File: config.mk
export PLATFORM = sky130hd
export DESIGN_NAME = serial_alu
export DESIGN_NICKNAME = d
export VERILOG_FILES = /design/src/rtl/serial_alu.sv
export SDC_FILE = /design/constraint.sdc
export NUM_CORES = 1
export LEC_CHECK = 0
export BUFFER_PORTS_ARGS = -buffer_cell sky130_fd_sc_hd__buf_2
export CORE_ASPECT_RATIO = 0.5
export CORE_MARGIN = 1.5
export CORE_UTILIZATION = 56
export CTS_CLUSTER_DIAMETER = 100
export DETAILED_ROUTE_END_ITERATION = 12
export PLACE_DENSITY = 0.77
export SLEW_MARGIN = 25
export SYNTH_ARGS = -nofsm -noshare
export SYNTH_HDL_FRONTEND = slang
export SYNTH_SLANG_ARGS = --single-unit
File: constraint.sdc
create_clock -name clk -period 2.8 [get_ports clk]
set_input_delay 0.14 -clock clk [delete_from_list [all_inputs] [get_ports clk]]
set_output_delay 0.14 -clock clk [all_outputs]
set_load 0.02 [all_outputs]
File: src/rtl/serial_alu.sv
// Multi-cycle ALU: single-cycle arithmetic/logic/compare ops, bit-serial shifts.
// Valid/ready on both sides; result and branch flag are registered and held until taken.
module serial_alu (
  input  logic        clk,
  input  logic        reset,
  input  logic        in_valid,
  output logic        in_ready,
  input  logic [3:0]  alu_op,
  input  logic [31:0] alu_in_1,
  input  logic [31:0] alu_in_2,
  output logic        out_valid,
  input  logic        out_ready,
  output logic [31:0] alu_result,
  output logic        alu_bcond
);

  localparam logic [3:0] FuncAdd = 4'd0;
  localparam logic [3:0] FuncSub = 4'd1;
  localparam logic [3:0] FuncAnd = 4'd2;
  localparam logic [3:0] FuncOr  = 4'd3;
  localparam logic [3:0] FuncXor = 4'd4;
  localparam logic [3:0] FuncLls = 4'd5;
  localparam logic [3:0] FuncLrs = 4'd6;
  localparam logic [3:0] FuncArs = 4'd7;
  localparam logic [3:0] FuncBeq = 4'd8;
  localparam logic [3:0] FuncBne = 4'd9;
  localparam logic [3:0] FuncBlt = 4'd10;
  localparam logic [3:0] FuncBge = 4'd11;

  typedef enum logic [1:0] {StIdle, StShift, StDone} state_e;

  state_e      state_q, state_d;
  logic [4:0]  cnt_q, cnt_d;
  logic [31:0] work_q, work_d;
  logic [3:0]  op_q, op_d;
  logic [31:0] result_q, result_d;
  logic        bcond_q, bcond_d;

  logic        in_is_shift;
  logic [4:0]  in_shamt;
  logic [31:0] comb_result;
  logic        comb_bcond;
  logic [31:0] work_shifted;

  assign in_shamt    = alu_in_2[4:0];
  assign in_is_shift = (alu_op == FuncLls) || (alu_op == FuncLrs) || (alu_op == FuncArs);

  // Single-cycle datapath for every non-shift op; unknown encodings fall back to add.
  always_comb begin
    comb_result = 32'd0;
    comb_bcond  = 1'b0;
    case (alu_op)
      FuncSub: comb_result = alu_in_1 - alu_in_2;
      FuncAnd: comb_result = alu_in_1 & alu_in_2;
      FuncOr:  comb_result = alu_in_1 | alu_in_2;
      FuncXor: comb_result = alu_in_1 ^ alu_in_2;
      FuncBeq: comb_bcond  = (alu_in_1 == alu_in_2);
      FuncBne: comb_bcond  = (alu_in_1 != alu_in_2);
      FuncBlt: comb_bcond  = ($signed(alu_in_1) < $signed(alu_in_2));
      FuncBge: comb_bcond  = ($signed(alu_in_1) >= $signed(alu_in_2));
      default: comb_result = alu_in_1 + alu_in_2;
    endcase
  end

  // One-bit step of the captured shift op.
  always_comb begin
    work_shifted = work_q;
    case (op_q)
      FuncLls: work_shifted = {work_q[30:0], 1'b0};
      FuncLrs: work_shifted = {1'b0, work_q[31:1]};
      FuncArs: work_shifted = {work_q[31], work_q[31:1]};
      default: work_shifted = work_q;
    endcase
  end

  always_comb begin
    state_d  = state_q;
    cnt_d    = cnt_q;
    work_d   = work_q;
    op_d     = op_q;
    result_d = result_q;
    bcond_d  = bcond_q;
    unique case (state_q)
      StIdle: begin
        if (in_valid) begin
          if (in_is_shift && (in_shamt != 5'd0)) begin
            state_d = StShift;
            cnt_d   = in_shamt;
            work_d  = alu_in_1;
            op_d    = alu_op;
          end else if (in_is_shift) begin
            state_d  = StDone;
            result_d = alu_in_1;
            bcond_d  = 1'b0;
          end else begin
            state_d  = StDone;
            result_d = comb_result;
            bcond_d  = comb_bcond;
          end
        end
      end
      StShift: begin
        work_d = work_shifted;
        cnt_d  = cnt_q - 5'd1;
        // Final bit shift publishes the result on the same edge.
        if (cnt_q == 5'd1) begin
          state_d  = StDone;
          result_d = work_shifted;
          bcond_d  = 1'b0;
        end
      end
      StDone: begin
        if (out_ready) begin
          state_d = StIdle;
        end
      end
      default: state_d = StIdle;
    endcase
  end

  always_ff @(posedge clk or posedge reset) begin
    if (reset) begin
      state_q  <= StIdle;
      cnt_q    <= 5'd0;
      work_q   <= 32'd0;
      op_q     <= FuncAdd;
      result_q <= 32'd0;
      bcond_q  <= 1'b0;
    end else begin
      state_q  <= state_d;
      cnt_q    <= cnt_d;
      work_q   <= work_d;
      op_q     <= op_d;
      result_q <= result_d;
      bcond_q  <= bcond_d;
    end
  end

  assign in_ready   = (state_q == StIdle) && !reset;
  assign out_valid  = (state_q == StDone);
  assign alu_result = result_q;
  assign alu_bcond  = bcond_q;

endmodule

==> results of run 1 <==
## report_power, final
part	switching, uW	internal, uW	total, uW
Sequential	573	1610	2180
Combinational	3170	1870	5040
Clock	534	724	1260
## repair_timing
item	in CTS	in global routing
hold buffers	2	0
endpoints found under the setup margin	0	12
endpoints found under the hold margin	11	0
resized for setup	0	15
buffers inserted	0	1
## final timing paths
check,cells past startpoint,to,from
max reg2reg,9,alu_result[20],cnt_q[1]
min in group asynchronous,3,op_q[3],reset
max,15,alu_result[23],alu_in_2[1]
min,3,work_q[31],alu_in_1[31]
min reg2reg,2,alu_result[8],alu_result[8]
max in group asynchronous,4,alu_result[5],reset
## metal layers
metal | part of all wire (%) | global-route usage (%)
met1 | 40 | 62.2
met2 | 39 | 66.7
met3 | 17 | 21.2
met4 | 2.7 | 15.3
met5 | 0.24 | 4.12
## critical path, cell delays in order
cell and delay [ns]:
buf_2 0.10, inv_1 0.08, ha_1 0.32, buf_4 0.14, o21bai_2 0.10, a221oi_2 0.28
o21bai_2 0.12, a21oi_2 0.26, and3_1 0.20, o21ai_1 0.16, a221o_1 0.43, mux2i_2 0.29
o221ai_1 0.17, buf_4 0.18, nand3_1 0.08
## final cells by class
type	count	share of cell area [%]
Antenna cell	1	0.0202
Clock buffer	10	1.93
Clock inverter	6	0.567
Inverter	108	3.29
Multi-Input combinational cell	1107	57.8
Sequential cell	76	15.4
Tap cell	227	2.30
Timing Repair Buffer	338	18.7
## registers in the layout, indices dropped and copies added (netlist names)
register	count
work_q	32
cnt_q	5
alu_result	32
state_q	2
op_q	4
alu_bcond	1
## cell usage in the layout (no fill, tap or decap), types with 10 or more instances in the layout
| cell type | count |
|---|---|
| nand3_1 | 20 |
| o21ai_1 | 10 |
| xnor2_1 | 19 |
| nor3_1 | 30 |
| nand2_1 | 123 |
| ha_1 | 97 |
| a211oi_1 | 14 |
| a221oi_1 | 19 |
| a31oi_1 | 23 |
| inv_1 | 105 |
| o22ai_1 | 11 |
| dfrtp_1 | 76 |
| o21ai_0 | 131 |
| o211ai_1 | 22 |
| a21oi_1 | 161 |
| buf_2 | 106 |
| o21bai_1 | 10 |
| nor2b_1 | 18 |
| a21o_1 | 10 |
| buf_4 | 227 |
| o221ai_1 | 24 |
| nor2_1 | 187 |
## through the flow
step / power (uW) / worst slack (ns) / hold slack, ns
detailed placement: 6940 / -0.300 / 0.0748
finish: 8480 / 0.0259 / 0.128
global route: 8900 / -0.0230 / 0.141
global placement: 6770 / -0.190 / 0.0639
floorplan: 5050 / 0.211 / 0.248
CTS: 8210 / 0.0379 / 0.116
## cells by family after synthesis
group | count (synthesis) | share of synthesized area [%]
buffers and inverters | 213 | 8.70
AND/OR/NAND/NOR | 437 | 20.0
AO/OA/AOI/OAI | 536 | 35.7
XOR/XNOR | 25 | 2.23
flip-flops | 76 | 19.4
adder cells (fa/ha/maj) | 100 | 12.9
multiplexers | 9 | 0.958
==> flow_summary.toml, run 1 <==
[logic_synthesis]
synth_most_common_cell = "nor2_1"
synth_ff_type = "dfrtp_1"
synth_commonest_cells = "nor2_1, a21oi_1, o21ai_0"
post_synth_inst_count = 1396
yosysTopAreaCell = "dfrtp_1"
yosys-top-cells-area = "dfrtp_1, ha_1, a21oi_1"
synth_seq_cells = 76
synth_cell_types = 96
ys_async_sr_fraction_pct = 100
synth_area_per_cell_um2 = 7.02
ys_seq_area_share_pct = 19.4
synth_warnings = 0
synth_area_um2 = 9800
synth_edf_count = 0
synth_fp_nets = 1568
synth_top_area_share_pct = 19.4

[sta]
period_share_pct = 99.1
period_needed_ns = 2.77
fin_setup_tns_ns = 0
max_slew_margin_pct = 48.4
setup_viol = 0
rsz0062_at_grt = "yes"
hold_violations = 0
slew_viol_final = 0
worst_pin_slew_ns = 0.774
fin_skew_ns = 0.00504
clock.fmax_mhz = 360

[route]
drc_errors = 1
vias = 12400
first_iter_violations = 1751
wl_per_cell_um = 23.2
ant_nets = 0
dr.pass1.iters = 10
via_per_inst = 6.61
routed_wl_um = 43400

[clocking]
clockRootBuffer = "clkbuf_16"
htreeDepth = 3
clkTransAtPathRegs_ns = 0.06
numCtsBuffers = 9
cts_buffer_depth = 2
cts_tree = "done"
clkSinkCount = 76
clk_latency_ns = 0.35

[job]
maxCapViolations = 0

[finish]
finalNonFillerCells = 1873
drive_gt1_share_pct = 24.6
nNetsFinal = 1812
area_growth_pct = 26.1
fillers = 1383
seqCellArea_um2 = 1900
final_area_um2 = 12400
multi_input_area_um2 = 7140
post-route-util_pct = 73.9

[floorplanning]
die_width_um = 190
initial_core_util_pct = 58.6
io_pins = 107
die_area_um2 = 18300
fp.coreArea_um2 = 16700
row_count = 33
die_h_um = 96.5

[global_routing]
antenna_found_initial = 1
grt_start_max_net_pins = 67
grt_pass1_wl_um = 65000
track_usage_pct = 46.9
grt_pass1_vias = 11500
grt_overflow_total = 0

[critical_path]
crit_fanout = 4
arrival_ns = 3.06
regToRegSetupSlack_ns = 0.27
worstSetupPathType = "input port to register"
cp-end-kind = "register"
worstSetupStartpointType = "input port"
required_ns = 3.08

[worst_hold_path]
min-delay-path-class = "input port to register"

[placement]
dp_hpwl_um = 33300
port_buffers = 106
place.gp.congestion = 1.12
post_dp_cell_area_um2 = 12000
dp_cells = 1853

[power_and_ir_drop]
cellPowerDensity_nw_per_um2 = 686
ir_worst_vdd_mv = 0.928
p_leak_uw = 0.00580

[outcome]
run_status = "finished with violations"
violations = "design-rule violations"
No activity file was read; power rests on OpenSTA's default activity.
==> inputs of run 2 (changes only) <==
--- a/config.mk
+++ b/config.mk
@@ -8,10 +8,9 @@
 export BUFFER_PORTS_ARGS = -buffer_cell sky130_fd_sc_hd__buf_2
 export CORE_ASPECT_RATIO = 0.5
 export CORE_MARGIN = 1.5
-export CORE_UTILIZATION = 56
+export CORE_UTILIZATION = 35
 export CTS_CLUSTER_DIAMETER = 100
 export DETAILED_ROUTE_END_ITERATION = 12
-export PLACE_DENSITY = 0.77
 export SLEW_MARGIN = 25
 export SYNTH_ARGS = -nofsm -noshare
 export SYNTH_HDL_FRONTEND = slang
==> flow_summary.toml, run 2 (synthesis gave the netlist of run 1 again) <==
[outcome]
run_status = "finished clean"

[clocking]
clockRootBuffer = "clkbuf_16"
numCtsBuffers = 9
htreeDepth = 3
clkSinkCount = 76
clk_latency_ns = 0.36
clkTransAtPathRegs_ns = 0.06
cts_buffer_depth = 2
cts_tree = "done"

[route]
ant_nets = 0
drc_errors = 0
vias = 11600
dr.pass1.iters = 6
routed_wl_um = 41500
via_per_inst = 5.69
wl_per_cell_um = 20.3
first_iter_violations = 1374

[floorplanning]
die_width_um = 240
initial_core_util_pct = 35.5
fp.coreArea_um2 = 27600
die_area_um2 = 29100
row_count = 43
die_h_um = 121
io_pins = 107

[sta]
worst_hold_slack_ns = 0.107
slew_viol_final = 0
period_share_pct = 95.9
worst_pin_slew_ns = 0.742
max_slew_margin_pct = 50.5
clock.fmax_mhz = 372
hold_violations = 0
fin_skew_ns = 0.00787
period_needed_ns = 2.69
setup_viol = 0

[global_routing]
antenna_found_initial = 0
grt_pass1_vias = 10800
grt_start_max_net_pins = 77
grt_pass1_wl_um = 63400
track_usage_pct = 28.5
grt_overflow_total = 0

[critical_path]
r2r_start = "cnt_q[1]"
cp-end-kind = "register"
rr_worst_depth = 10
path_delay_family = "compound AO/OA/AOI/OAI gates"
crit_fanout = 4
arrival_ns = 2.92
slowest_delay_ns = 0.48
startpoint = "alu_in_1[1]"
worstSetupPathType = "input port to register"
crit_end = "alu_result[25]"
regToRegSetupSlack_ns = 0.38
crit_buf_inv = 4
cp_slowest_cell = "a2111oi_4"
worstSetupStartpointType = "input port"
path_depth = 15
required_ns = 3.04
reg2reg_to = "alu_result[27]"
cp_cell_sequence = "buf_2, inv_1, ha_1, o21bai_2, a221oi_2, o21bai_2, a21oi_2, buf_4, a2111oi_4, o31ai_4, a31oi_2, buf_4, a41o_2, nand3_1, a221o_1"

[placement]
dp_hpwl_um = 32500
port_buffers = 106
place.gp.congestion = 0.992

[job]
maxCapViolations = 0

[finish]
area_growth_pct = 30.0
layout_common_cells = "buf_4, nor2_1, a21oi_1"
final_common_cell = "buf_4"
post-route-util_pct = 46.1
nNetsFinal = 1830
drive_gt1_share_pct = 25.3
antenna_cells = 0

[power_and_ir_drop]
p_sw_uw = 4060
p_sw_share_pct = 48.0
p_leak_uw = 0.00590
p_seq_share_pct = 25.9
ir_worst_vdd_mv = 0.337
p_clk_share_pct = 16.4
cellPowerDensity_nw_per_um2 = 664
power_frac_comb_pct = 57.7
intPower_uw = 4400

[worst_hold_path]
min-delay-path-class = "input port to register"
[run 2: cell types whose count changed in the layout (fill, tap and decap cells not counted), moves of 2 or more]
cell       change
o21ai_0        +2
inv_6          -2
clkinv_4       -2
buf_4         +17
o21ai_1        -2
bufinv_16      +2
[run 2: area by class of cell]
class / count / area, um2
Timing Repair Buffer: 356 / 2460
Inverter: 108 / 407
Clock buffer: 11 / 243
Multi-Input combinational cell: 1107 / 7150
Clock inverter: 4 / 97.6
Tap cell: 382 / 478
Fill cell: 2867 / 14900
Sequential cell: 76 / 1900
[run 2: through the flow]
step	area [um2]	setup slack [ns]	TNS, ns	power [uW]	instances
after floorplan	9800	0.211	0	5050	1396
after global placement	12300	-0.263	-2.07	6920	2025
after detailed placement	12300	-0.343	-3.17	6930	2025
after CTS	12700	0.00521	0	8340	2042
after global routing	12700	-0.00113	-0.00113	9060	2044
final	12700	0.114	0	8460	2044
[run 2: tightest hold or removal path, delay by kind of cell]
kind	cells	cell delay, ns
buf+inv	1	0.15
compound gates	1	0.07
simple gates	1	0.07
[run 2: worst min path at each step]
stage	start	endpoint	slack, ns	depth (start not counted)
floorplan	out_ready	state_q[1]	0.25	1
global placement	reset	cnt_q[0]	0.28	3
detailed placement	reset	cnt_q[2]	0.28	3
CTS	alu_in_1[29]	work_q[29]	0.1	3
global route	alu_in_1[29]	work_q[29]	0.14	3
finish	alu_in_1[29]	work_q[29]	0.11	3
[run 2: power by group through the flow]
stage / Clock [uW] / Sequential (uW) / Combinational (uW)
6_report: 1390 / 2190 / 4880
5_1_grt: 1450 / 2250 / 5360
4_1_cts: 1400 / 2170 / 4780
3_5_place_dp: 0 / 2180 / 4760
3_3_place_gp: 0 / 2190 / 4730
2_1_floorplan: 0 / 2250 / 2800
[run 2: repair_timing]
action                                  4_1_cts  5_1_grt
hold buffers                                  2        0
gates resized for setup                       0       13
endpoints found under the setup margin        0       10
hold endpoints to repair                     77        0
buffers inserted                              0        2
[run 2: routing by layer]
layer  track usage [%]  up-vias  routed length [um]  part of all wire (%)
li1                  -     5519                   -                     -
met1              43.6     5505               19700                    48
met2              39.7      559               16500                    40
met3              6.32       50                4580                    11
met4              6.17        0                 642                   1.5
met5                 0        -                   0                     0
==> inputs of run 3 (changes only) <==
==> constraint.sdc (replaced) <==
create_clock -name clk -period 2.8 [get_ports clk]
set_input_delay 0.42 -clock clk [delete_from_list [all_inputs] [get_ports clk]]
set_output_delay 0.42 -clock clk [all_outputs]
set_load 0.02 [all_outputs]
==> flow_summary.toml, run 3 (synthesis gave the netlist of run 1 again) <==
[sta]
setup_viol = 0
fin_ws_ns = 0.0170
slew_viol_final = 0
clock.fmax_mhz = 359
fin_skew_ns = 0.00862
period_needed_ns = 2.78
max_slew_margin_pct = 43.8
fin_setup_tns_ns = 0
worst_pin_slew_ns = 0.839
worst_hold_slack_ns = 0.155
hold_violations = 0
period_share_pct = 99.4
rsz0062_at_grt = "yes"

[route]
wl_per_cell_um = 20.1
drc_errors = 0
routed_wl_um = 43100
dr.pass1.iters = 5
via_per_inst = 5.71
ant_nets = 0
first_iter_violations = 1270
vias = 12200

[clocking]
clkTransAtPathRegs_ns = 0.06
numCtsBuffers = 9
htreeDepth = 3
clk_latency_ns = 0.36
clockRootBuffer = "clkbuf_16"
cts_tree = "done"
hold_buffers = 0
cts_buffer_depth = 2
clkSinkCount = 76

[placement]
place.gp.congestion = 1.01
port_buffers = 106
dp_hpwl_um = 33800
place_ws_ns = -0.520

[critical_path]
arrival_ns = 3.03
required_ns = 3.05
worstSetupStartpointType = "input port"
r2r_start = "cnt_q[1]"
slowest_delay_ns = 0.43
worstSetupPathType = "input port to register"
cp-end-kind = "register"
regToRegSetupSlack_ns = 0.23
path_delay_family = "compound AO/OA/AOI/OAI gates"
cp_cell_sequence = "buf_2, inv_1, ha_1, a21oi_1, o21ai_0, a221oi_2, o21a_2, o21ai_1, a311o_1, a21oi_2, mux2i_1, a211o_1"
rr_worst_depth = 9
crit_fanout = 4
reg2reg_to = "alu_result[20]"
cp_slowest_cell = "a311o_1"
crit_buf_inv = 2

[finish]
layout_common_cells = "buf_4, nor2_1, a21oi_1"
fillers = 2708
final_common_cell = "buf_4"
drive_gt1_share_pct = 33.4
nNetsFinal = 1923
area_growth_pct = 42.6

[power_and_ir_drop]
p_sw_share_pct = 49.1
power_frac_comb_pct = 61.0
p_leak_uw = 0.00643
cellPowerDensity_nw_per_um2 = 616
total_power_uw = 8610
p_sw_uw = 4230
p_clk_share_pct = 13.4
p_seq_share_pct = 25.5
intPower_uw = 4380
ir_worst_vdd_mv = 0.320

[outcome]
run_status = "finished clean"

[global_routing]
grt_start_max_net_pins = 42
antenna_found_initial = 2
track_usage_pct = 29.1
grt_pass1_vias = 10900
grt_pass1_wl_um = 64500
grt_overflow_total = 0

[floorplanning]
row_count = 43
die_area_um2 = 29100
die_width_um = 240
die_h_um = 121
io_pins = 107
fp.coreArea_um2 = 27600
initial_core_util_pct = 35.5

[job]
maxCapViolations = 0

[worst_hold_path]
min-delay-path-class = "input port to async pin"
[run 3: cell count changes in the layout (fill, tap and decap cells not counted), moves of 4 or more]
cell / change
buf_4: +86
ha_4: +13
ha_1: -16
inv_4: +6
inv_2: +11
inv_1: -17
o21ai_0: -5
a21oi_2: +5
a21oi_1: -9
a21oi_4: +4
buf_2: -10
buf_6: +16
[run 3: area by class of cell]
cell class / count / area [um2] / share of cell area [%]
Tap cell: 382 / 478 / 3.42
Multi-Input combinational cell: 1107 / 7620 / 54.6
Antenna cell: 1 / 2.50 / 0.0179
Clock inverter: 3 / 22.5 / 0.161
Sequential cell: 76 / 1900 / 13.6
Inverter: 108 / 422 / 3.02
Timing Repair Buffer: 449 / 3270 / 23.4
Clock buffer: 12 / 256 / 1.84
[run 3: how the worst max path moves through the flow]
| stage | from | end | slack, ns | cells past startpoint |
|---|---|---|---|---|
| finish | alu_in_1[13] | alu_result[30] | 0.02 | 12 |
| detailed placement | alu_in_1[7] | alu_result[25] | -0.52 | 14 |
| global route | alu_in_1[13] | alu_result[30] | -0.05 | 12 |
| floorplan | alu_in_1[10] | alu_result[25] | -0.07 | 12 |
| global placement | alu_in_2[7] | alu_result[25] | -0.51 | 14 |
| CTS | alu_in_1[10] | alu_result[30] | -0.009 | 14 |
[run 3: power by group through the flow]
stage                     combinational (uW)  sequential, uW  clock, uW
after global placement                  4870            2180          0
after global routing                    5710            2260       1200
final                                   5250            2200       1160
after floorplan                         2800            2250          0
after detailed placement                4910            2180          0
after CTS                               4970            2170       1150
[run 3: repair_timing]
item,4_1_cts,5_1_grt
setup endpoints to repair,18,23
cloned,0,0
setup buffers,4,11
resized for setup,19,122
pin swaps,11,48
[run 3: metal layers]
layer	GRT usage, %	vias to the layer above	wire length, um	part of all wire, %
met5	0	-	13	0.030
met4	6.33	2	784	1.8
li1	-	5714	-	-
met1	44.3	5729	20300	47
met2	40.9	697	17200	40
met3	6.39	76	4780	11
[run 3: metrics by stage]
step	area [um2]	cells	utilization, %
final	14000	2138	50.6
after global routing	14000	2138	50.6
after CTS	13400	2126	48.4
after detailed placement	12900	2107	46.9
after global placement	12900	2107	46.9
after floorplan	9800	1396	-
